<file path="src/rtl/multicycle_ctrl.sv">
// multicycle_ctrl
// ---------------
// Multi-cycle sequencer for an RV32I datapath. Each instruction walks
// FETCH -> DECODE -> EXEC -> (MEM) -> (WB) -> FETCH. It drives the PC, IR,
// register-file and memory enables, and the PC and writeback mux selects.
// One shared, variable-latency memory port serves both instruction fetch
// and data access.
//
// Handshake: mem_req is held high in FETCH and MEM. The access completes
// in the first cycle where mem_req and mem_ready are both high. mem_ready
// is ignored in every other state.
//
// Ports
//   clk            in   1  system clock, rising edge
//   reset          in   1  synchronous, active-high reset
//   opcode         in   7  instr[6:0] from IR, stable from DECODE until FETCH
//   branch_taken   in   1  datapath branch decision, used in EXEC only
//   mem_ready      in   1  shared memory completes the access this cycle
//   mem_req        out  1  memory access request (fetch or data)
//   mem_we         out  1  store strobe (MEM state of a STORE)
//   ir_write       out  1  load IR from memory read data
//   reg_write      out  1  register-file write enable
//   wb_sel         out  2  00 ALU, 01 mem data, 10 pc+4
//   pc_write       out  1  PC update enable
//   pc_sel         out  2  00 pc+4, 01 branch target, 10 jump target
//   instr_retired  out  1  one-cycle pulse when an instruction completes
//   illegal        out  1  sticky: unsupported opcode decoded
//   mem_err        out  1  sticky: memory wait exceeded STALL_LIMIT
//   state          out  3  current state encoding (debug)

module multicycle_ctrl #(
    parameter int STALL_LIMIT = 15
) (
    input  logic       clk,
    input  logic       reset,
    input  logic [6:0] opcode,
    input  logic       branch_taken,
    input  logic       mem_ready,
    output logic       mem_req,
    output logic       mem_we,
    output logic       ir_write,
    output logic       reg_write,
    output logic [1:0] wb_sel,
    output logic       pc_write,
    output logic [1:0] pc_sel,
    output logic       instr_retired,
    output logic       illegal,
    output logic       mem_err,
    output logic [2:0] state
);

    typedef enum logic [2:0] {
        S_FETCH  = 3'd0,
        S_DECODE = 3'd1,
        S_EXEC   = 3'd2,
        S_MEM    = 3'd3,
        S_WB     = 3'd4,
        S_HALT   = 3'd5
    } state_t;

    localparam logic [6:0] OP_R      = 7'b0110011;
    localparam logic [6:0] OP_I      = 7'b0010011;
    localparam logic [6:0] OP_LOAD   = 7'b0000011;
    localparam logic [6:0] OP_STORE  = 7'b0100011;
    localparam logic [6:0] OP_BRANCH = 7'b1100011;
    localparam logic [6:0] OP_JAL    = 7'b1101111;
    localparam logic [6:0] OP_JALR   = 7'b1100111;

    // The counter value during the Nth consecutive wait cycle is N-1. The
    // error fires in the wait cycle that would bring the count to STALL_LIMIT.
    localparam logic [7:0] STALL_LAST = 8'(STALL_LIMIT - 1);

    state_t     r_state;
    logic [7:0] r_stall_cnt;
    logic       r_illegal;
    logic       r_mem_err;

    state_t     w_state_next;
    logic       w_set_illegal;
    logic       w_set_mem_err;
    logic       w_stall_expired;
    logic       w_is_legal;
    logic       w_is_store;
    logic       w_is_jump;
    logic       w_mem_state;

    assign w_is_legal = (opcode == OP_R) || (opcode == OP_I) || (opcode == OP_LOAD) ||
                        (opcode == OP_STORE) || (opcode == OP_BRANCH) ||
                        (opcode == OP_JAL) || (opcode == OP_JALR);
    assign w_is_store      = (opcode == OP_STORE);
    assign w_is_jump       = (opcode == OP_JAL) || (opcode == OP_JALR);
    assign w_stall_expired = (r_stall_cnt >= STALL_LAST);
    assign w_mem_state     = (r_state == S_FETCH) || (r_state == S_MEM);

    assign state   = r_state;
    assign illegal = r_illegal;
    assign mem_err = r_mem_err;

    // State register, sticky flags and the memory stall counter.
    always_ff @(posedge clk) begin
        if (reset) begin
            r_state     <= S_FETCH;
            r_stall_cnt <= 8'd0;
            r_illegal   <= 1'b0;
            r_mem_err   <= 1'b0;
        end else begin
            r_state <= w_state_next;
            if (w_set_illegal) r_illegal <= 1'b1;
            if (w_set_mem_err) r_mem_err <= 1'b1;
            if (w_state_next != r_state)
                r_stall_cnt <= 8'd0;
            else if (w_mem_state && !mem_ready)
                r_stall_cnt <= r_stall_cnt + 8'd1;
        end
    end

    // Next-state and control-output decode.
    always_comb begin
        w_state_next  = r_state;
        w_set_illegal = 1'b0;
        w_set_mem_err = 1'b0;
        mem_req       = 1'b0;
        mem_we        = 1'b0;
        ir_write      = 1'b0;
        reg_write     = 1'b0;
        wb_sel        = 2'b00;
        pc_write      = 1'b0;
        pc_sel        = 2'b00;
        instr_retired = 1'b0;

        case (r_state)
            S_FETCH: begin
                mem_req = 1'b1;
                if (mem_ready) begin
                    ir_write     = 1'b1;
                    w_state_next = S_DECODE;
                end else if (w_stall_expired) begin
                    w_set_mem_err = 1'b1;
                    w_state_next  = S_HALT;
                end
            end
            S_DECODE: begin
                if (w_is_legal) begin
                    w_state_next = S_EXEC;
                end else begin
                    w_set_illegal = 1'b1;
                    w_state_next  = S_HALT;
                end
            end
            S_EXEC: begin
                case (opcode)
                    OP_LOAD, OP_STORE:              w_state_next = S_MEM;
                    OP_R, OP_I, OP_JAL, OP_JALR:    w_state_next = S_WB;
                    OP_BRANCH: begin
                        pc_write      = 1'b1;
                        pc_sel        = branch_taken ? 2'b01 : 2'b00;
                        instr_retired = 1'b1;
                        w_state_next  = S_FETCH;
                    end
                    // Opcode changed under us after DECODE: park safely.
                    default:                        w_state_next = S_HALT;
                endcase
            end
            S_MEM: begin
                mem_req = 1'b1;
                mem_we  = w_is_store;
                if (mem_ready) begin
                    if (w_is_store) begin
                        pc_write      = 1'b1;
                        instr_retired = 1'b1;
                        w_state_next  = S_FETCH;
                    end else begin
                        w_state_next = S_WB;
                    end
                end else if (w_stall_expired) begin
                    w_set_mem_err = 1'b1;
                    w_state_next  = S_HALT;
                end
            end
            S_WB: begin
                reg_write     = 1'b1;
                pc_write      = 1'b1;
                instr_retired = 1'b1;
                w_state_next  = S_FETCH;
                if (opcode == OP_LOAD) wb_sel = 2'b01;
                else if (w_is_jump)    wb_sel = 2'b10;
                if (w_is_jump)         pc_sel = 2'b10;
            end
            S_HALT: w_state_next = S_HALT;
            default: w_state_next = S_HALT;
        endcase

        // Reset discards the in-flight instruction: no enables this cycle.
        if (reset) begin
            mem_req       = 1'b0;
            mem_we        = 1'b0;
            ir_write      = 1'b0;
            reg_write     = 1'b0;
            wb_sel        = 2'b00;
            pc_write      = 1'b0;
            pc_sel        = 2'b00;
            instr_retired = 1'b0;
        end
    end

endmodule

</file>
<file path="config.mk">
export PLATFORM = sky130hd
export DESIGN_NAME = multicycle_ctrl
export DESIGN_NICKNAME = d
export VERILOG_FILES = /design/src/rtl/multicycle_ctrl.sv
export SDC_FILE = /design/constraint.sdc
export NUM_CORES = 1
export LEC_CHECK = 0
export ABC_AREA = 1
export BUFFER_PORTS_ARGS = -buffer_cell sky130_fd_sc_hd__buf_2
export CAP_MARGIN = 20
export CORE_MARGIN = 3
export CORE_UTILIZATION = 40
export DETAILED_ROUTE_END_ITERATION = 10
export GPL_TIMING_DRIVEN = 0
export HOLD_SLACK_MARGIN = 0.03
export PLACE_DENSITY = 0.74
export SYNTH_ARGS = -nofsm -noshare
export SYNTH_HDL_FRONTEND = slang
export SYNTH_SLANG_ARGS = --single-unit
</file>
<file path="constraint.sdc">
create_clock -name clk -period 1.6 [get_ports clk]
set_input_delay 0.16 -clock clk [delete_from_list [all_inputs] [get_ports clk]]
set_output_delay 0.16 -clock clk [all_outputs]
set_load 0.005 [all_outputs]
</file>
After elaboration in Yosys (flattened, before gate mapping):

Index checks and enable logic that the tools add are counted.

* register bits after elaboration: 13
* input bits: 11

* $add $sub $neg: 1
* order comparisons: 1
* equal/unequal tests: 12
* multiplexer cells: 34
* reduce and logical (&&, ||, !) cells: 15

Operators by type and width (count)
* $eq 7x7->1 const B: 3
* $mux 1: 20
* $mux 3: 5
* $pmux 3 s5: 1
* $eq 7x6->1 const B: 2
* $mux 2: 5
* $pmux 3 s3: 1
* $add 8x1->8 const B: 1
* $ge 8x4->1 const B: 1
* $logic_or 1x1->1: 8
* $eq 7x2->1 const B: 1
* $eq 7x5->1 const B: 1
* $eq 3x2->1 const B: 2
* $reduce_or 2->1: 3
* $pmux 2 s2: 1
* $reduce_or 4->1: 1
* $eq 3x1->1 const B: 1
* $eq 3x3->1 const B: 1
* $logic_not 3->1: 1
* $ne 3x3->1: 1
* $pmux 1 s3: 1
* $logic_and 1x1->1: 1
* $logic_not 1->1: 1

Longest topological paths before layout:

Gate-level depths: netlist (run 1).

* depth after elaboration: 11
* mapped depth: 13

Worst setup path before layout (run 1):

Ideal clock, no wire load.

* kind: reg2reg
* start: register r_stall_cnt[0]
* end: register r_stall_cnt[0]
* setup time: 64 ps
* data arrival time: 1451 ps
* required time: 1536 ps
* path slack: 85 ps
* stages on the path, launching flop included: 14
* buffers on the path: 0
* clock period less this slack: 1515 ps
* cell sequence: dfxtp_1 > inv_1 > ha_1 > inv_1 > nand2_1 > nand2_1 > nand2_1 > nor2_1 > nor2_1 > nor2_1 > nand3_1 > nand2_1 > nand3_4 > nor2_2

* word-level cells in the longest chain between the ends: 6
* elaborated cells between the ends (all ways): 8
* classes of those cells: add/sub (1); order compare (1); eq/ne (1); mux (4); reduce/logical (1)

Ends and longest elaborated chain
* start: declaration: line 74 `logic [7:0] r_stall_cnt;`
* start signal: assignment: line 113 `r_stall_cnt <= r_stall_cnt + 8'd1;`
* $ge 8x4->1: line 92 `assign w_stall_expired = (r_stall_cnt >= STALL_LAST);`
* $mux 3: line 137, 175
* $mux 3 (on tied branches): line 167, 134
* $pmux 3 s5: line 131 `case (r_state)`
* $ne 3x3->1: line 110 `if (w_state_next != r_state)`
* $reduce_or 2->1 (no line)

Several ways; a longest one is shown, not always the timed one.
A chain may end at the register's enable or synchronous reset.

Worst setup path after layout (run 1):

* start: register r_stall_cnt[0]
* end: register r_stall_cnt[6]

The elaborated chain is that of the path after synthesis.

==> results of run 1 <==
logic make-up (layout without fill, tap and decap cells):
| group | Yosys count | after routing |
|---|---|---|
| simple gates | 91 | 91 |
| buf+inv | 32 | 69 |
| flops | 13 | 13 |
| compound gates | 9 | 9 |
| xor+xnor | 7 | 7 |
| fa+ha+maj | 2 | 2 |
cells in the final DEF (no fill, tap or decap), types with 2 or more instances in the layout:
master    count
nand4_1       2
nor2_1       12
buf_4         9
a21oi_1       2
dfxtp_2       3
nand2_1      18
nand2_2      14
nor2_4        5
dfxtp_4       2
nor2_2       14
nand2_4       3
inv_1        16
nor3_2        2
clkbuf_1      2
nand3_1       7
nand3_2       3
inv_2        13
nor3_1        7
clkbuf_4      3
dfxtp_1       8
buf_2        25
xor2_1        6
power breakdown:
| part | internal (uW) | switching (uW) |
|---|---|---|
| logic | 235 | 336 |
| registers | 361 | 53.0 |
| clock network | 96.5 | 100 |
sequential cells by signal (all words and copies together) (netlist names):
name / cells
illegal: 1
mem_err: 1
r_stall_cnt: 8
state: 3
layer usage:
layer	up-vias	share of wire [%]	GRT usage (%)
met3	8	5.3	4.525
li1	556	-	-
met1	468	42	19.84
met4	0	2.0	5.960
met2	33	50	27.10
met5	-	0	0
layout make-up:
class / count / area [um2] / share of cell area, %
repair buffers: 34 / 192.7 / 13.95
multi-input cells: 109 / 734.5 / 53.17
well taps: 28 / 35.03 / 2.536
clock buffers: 4 / 26.28 / 1.902
inverters: 30 / 117.6 / 8.515
flip-flops and latches: 13 / 271.5 / 19.66
plain buffers: 1 / 3.754 / 0.2717
critical path, stage by stage (launching register included):
cell and delay, ns:
dfxtp_2 0.34, inv_2 0.05, ha_4 0.14, inv_2 0.04, nand2_2 0.04, nand2_2 0.10
nand2_4 0.07, nor2_2 0.08, nor2_1 0.05, nor2_1 0.14, nand3_1 0.13, nand2_2 0.11
nand3_4 0.15, nor2_2 0.13
path summary, 6_finish.rpt:
path                                        to  slack (ns)  cells after the start
worst max-delay path            r_stall_cnt[6]       -0.03                     13
worst min-delay path                  state[2]        0.22                      4
worst max register to register  r_stall_cnt[6]       -0.03                     13
worst min register to register         illegal        0.46                      2
stage by stage:
step	util [%]	total power (uW)	TNS, ns	instance area (um2)	cells
final	58.51	1181	-0.08901	1381	219
after global routing	58.51	1282	-1.584	1381	219
after CTS	56.33	1141	-0.005973	1330	217
after detailed placement	51.51	858.1	-1.077	1216	207
after global placement	51.51	846.5	-0.9563	1216	207
after floorplan	-	740.7	0	1056	154
what timing repair did:
action | 4_1_cts | 5_1_grt
setup endpoints to repair | 14 | 14
setup buffers | 7 | 2
pin swaps | 14 | 15
gates resized for setup | 18 | 10
==> metrics.txt, run 1 <==
CTS Buf Count=3; Slew Limit Fails=0; CTS max path bufs=2; failing checks=setup timing; min Tclk post-route=1.625 ns; area share of fa/ha/maj cells after synthesis=2.370%; Nets=about 210; CP Capture Type=flop; Max Fanout on Critical Path=8; largest family of logic cells by synthesized area=simple AND/OR/NAND/NOR gates; Final Cycle Share=101.6%; routability congestion estimate from global placement=0.8824; power per cell area=855.0 nW/um2; Worst Setup Start Kind=flop; initial core utilization=44.73%; Netlist cell types=29; RSZ-0062 raised after global routing=yes; yosys warns=0; Slew @ Worst Pin=0.4817 ns; Via density=4.863; Core Rows=17; final setup fails=6; die height=~57 um; xor/xnor share of the synthesized area=roughly 5.8%; Layout Skew=0.004077 ns; drt pass-1 iters=4; DR WL/cell=11.47 um; Synth Instances=154; WS Path Type=flop to flop; Worst Hold Class=primary input to flop; post-synth top area share=24.64%; Area growth, synth to finish=30.81%; Final HPWL DP=1839 um; die area=3292 um2; Hold Vio Cnt, Final=0; Max Fclk=0.6154 GHz; Post-synth EDFFs=0; Total GRT Usage=16.27%; synth cell count leaders=nand2_1, inv_1, nor2_1, nor2_2, dfxtp_1; later-pin clock latency in the skew report=0.27 ns; H-tree Lvls=1; launching point of the worst reg2reg path=r_stall_cnt[0]; Synth Area in Simple Gates=48.70%; IO buf count=25; MaxCap Viol Count=0; status=complete, but fails checks; CTS Sinks=13; largest net degree at the start of global routing=11; first-pass GRT wire length=around 4300 um; min-delay src=reset; Final WS setup=-0.02501 ns; mux cell area share after synthesis=0%; clock transition at the registers of the reported paths=0.08 ns; vias in the first global route=1041; Antenna Cells=0; DP Worst Slack=-0.1432 ns; fillcell total=194; Post-Syn Area per Cell=between 6 and 7 um2; post-synth top area cell=dfxtp_1; fraction of layout cells with a size suffix above 1=between 50% and 60%; drt drc=0; dominant cells by area after synthesis=dfxtp_1, nor2_2, nand2_1; slew margin rel.=67.89%; CP startpoint=r_stall_cnt[0]; async set-or-reset flop fraction in the synthesized netlist=0%; WP data required=1.81 ns; Root Buffer=clkbuf_4; final wirelength=2511 um; WHS=0.2196 ns; Post-Syn Nets=167; cell area after synthesis=1056 um2; most common cell in the netlist=nand2_1; initial DRC count=29; hold_buf cts=0; CP arrival=1.84 ns; Main synth FF type=dfxtp_1; initial antenna violation count=0; remaining global-route overflow=0; sequential area share after synthesis=24.64%; CTS tree=done; Die W=57.38 um; Yosys reg bits=13; DRT antenna net count=0; LEAKAGE=~0.00066 uW; core area=2361 um2; peak supply drop=0.0006760 V; # IOs=26; via count=about 1100; post-synthesis compound-gate area fraction=under 10%
Power figures use the tool's default switching activity.
==> run 2, diff against run 1 <==
--- a/config.mk
+++ b/config.mk
@@ -14,6 +14,7 @@
 export GPL_TIMING_DRIVEN = 0
 export HOLD_SLACK_MARGIN = 0.03
 export PLACE_DENSITY = 0.74
+export RECOVER_POWER = 50
 export SYNTH_ARGS = -nofsm -noshare
 export SYNTH_HDL_FRONTEND = slang
 export SYNTH_SLANG_ARGS = --single-unit
==> metrics.txt, run 2 (synthesized netlist as in run 1, its figures left out) <==
area of the multi-input gates=734.5 um2 (unchanged); remaining global-route overflow=0 (unchanged); CTS max path bufs=2 (unchanged); failing checks=setup timing; WS Path Type=flop to flop; Max Fanout on Critical Path=8 (unchanged); final wirelength=2507 um (-0.16%); Final HPWL DP=1839 um (unchanged); die area=3292 um2 (unchanged); number of flip-flops in the largest register=8 (unchanged); Setup TNS=-0.08901 ns (unchanged); Area growth, synth to finish=30.69% (about the same); CP arrival=1.84 ns (about the same); peak supply drop=0.0006760 V (unchanged); IO buf count=25 (unchanged); LEAKAGE=0.0006598 uW (-0.67%); Slew Limit Fails=0 (unchanged); combinational share of power=48.3% (about the same); Worst Setup Start Kind=flop; register share of total power=35.1% (about the same); Worst Hold Class=primary input to flop; Final Cycle Share=101.6% (unchanged); core area=2361 um2 (unchanged); Max Fclk=0.6154 GHz (unchanged); Root Buffer=clkbuf_4; die height=57.38 um (unchanged); RSZ-0062 raised after global routing=yes; initial core utilization=44.73% (unchanged); Antenna Cells=0 (unchanged); Top reg by flops=r_stall_cnt; CTS Buf Count=3 (unchanged); WHS=0.2170 ns (-0.002514 ns); Psw=488.6 uW (about the same); fillcell total=195 (+0.52%); clock share of power=16.6% (about the same); vias in the first global route=1041 (unchanged); drt pass-1 iters=4 (unchanged); DR WL/cell=11.45 um (-0.16%); FF+latch area=271.5 um2 (unchanged); Final WS setup=-0.02501 ns (unchanged); Hold Vio Cnt, Final=0 (unchanged); routability congestion estimate from global placement=0.8824 (unchanged); Nets=205 (unchanged); via count=1064 (-0.094%); Inst Count DP=207 (unchanged); # IOs=26 (unchanged); largest net degree at the start of global routing=11 (unchanged); power per cell area=855.7 nW/um2 (about the same); CP Capture Type=flop; hold_buf cts=0 (unchanged); later-pin clock latency in the skew report=0.27 ns (about the same); min Tclk post-route=1.625 ns (unchanged); final setup fails=6 (unchanged); Via density=4.858 (about the same); clock transition at the registers of the reported paths=0.08 ns (about the same); H-tree Lvls=1 (unchanged); Layout Skew=0.004077 ns (unchanged); Die W=57.38 um (unchanged); WP data required=1.81 ns (about the same); Total GRT Usage=16.27% (unchanged); most frequent cells in the layout=buf_2, nand2_1, inv_1; status=complete, but fails checks; CTS Sinks=13 (unchanged); initial antenna violation count=0 (unchanged); Core Rows=17 (unchanged); DRT antenna net count=0 (unchanged); MaxCap Viol Count=0 (unchanged); Int Power=692.3 uW (about the same); CTS tree=done; DP Worst Slack=-0.1432 ns (unchanged); slew margin rel.=67.85% (about the same); first-pass GRT wire length=4319 um (unchanged); Slew @ Worst Pin=0.4822 ns (+0.0004965 ns); drt drc=0 (unchanged); initial DRC count=29 (unchanged); Switching Fraction=41.37% (about the same); fraction of layout cells with a size suffix above 1=53.40% (-0.52 points); most common library cell in the layout ignoring fill and taps=buf_2; Final Non-Filler Cells=219 (unchanged)
==> run 2: power by group through the flow <==
| stage | logic (uW) | clock network (uW) | registers (uW) |
|---|---|---|---|
| 2_1_floorplan | 342 | 0 | 399 |
| 3_3_place_gp | 445 | 0 | 401 |
| 3_5_place_dp | 453 | 0 | 405 |
| 4_1_cts | 531 | 200 | 411 |
| 5_1_grt | 643 | 217 | 422 |
| 6_report | 570 | 197 | 414 |
==> run 2: worst paths after layout <==
path,from,endpoint,slack (ns),cells after the start
max,r_stall_cnt[0],r_stall_cnt[6],-0.03,13
min,reset,state[2],0.22,4
max reg2reg,r_stall_cnt[0],r_stall_cnt[6],-0.03,13
min reg2reg,illegal,illegal,0.46,2
==> run 2: layout make-up <==
class | count | share of cell area (%)
sequential | 13 | 19.67
multi-input combinational | 109 | 53.22
buffer | 1 | 0.2720
inverter | 30 | 8.522
timing repair buffer | 34 | 13.87
clock buffer | 4 | 1.904
tap | 28 | 2.539
==> run 2: repair_timing <==
| action | in CTS | in global routing |
|---|---|---|
| pin swaps | 14 | 15 |
| setup buffers | 7 | 2 |
| setup endpoints to repair | 14 | 14 |
| gates resized for setup | 18 | 10 |
==> run 2: critical path, stage by stage (launching register included) <==
cell and delay, ns:
dfxtp_2 0.34, inv_2 0.05, ha_4 0.14, inv_2 0.04, nand2_2 0.04, nand2_2 0.10, nand2_4 0.07, nor2_2 0.08
nor2_1 0.05, nor2_1 0.14, nand3_1 0.13, nand2_2 0.11, nand3_4 0.15, nor2_2 0.13
==> run 2: metal layers <==
| metal | track usage, % | routed length, um | vias up |
|---|---|---|---|
| met4 | 5.960 | 51 | 0 |
| li1 | - | - | 556 |
| met5 | 0 | 0 | - |
| met3 | 4.525 | 136 | 8 |
| met1 | 19.84 | 1061 | 467 |
| met2 | 27.10 | 1258 | 33 |
==> run 2: stage by stage <==
stage	total power, uW	cell area (um2)	util [%]
floorplan	740.7	1056	-
detailed placement	858.1	1216	51.51
CTS	1141	1330	56.33
global route	1282	1380	58.45
global placement	846.5	1216	51.51
finish	1181	1380	58.45
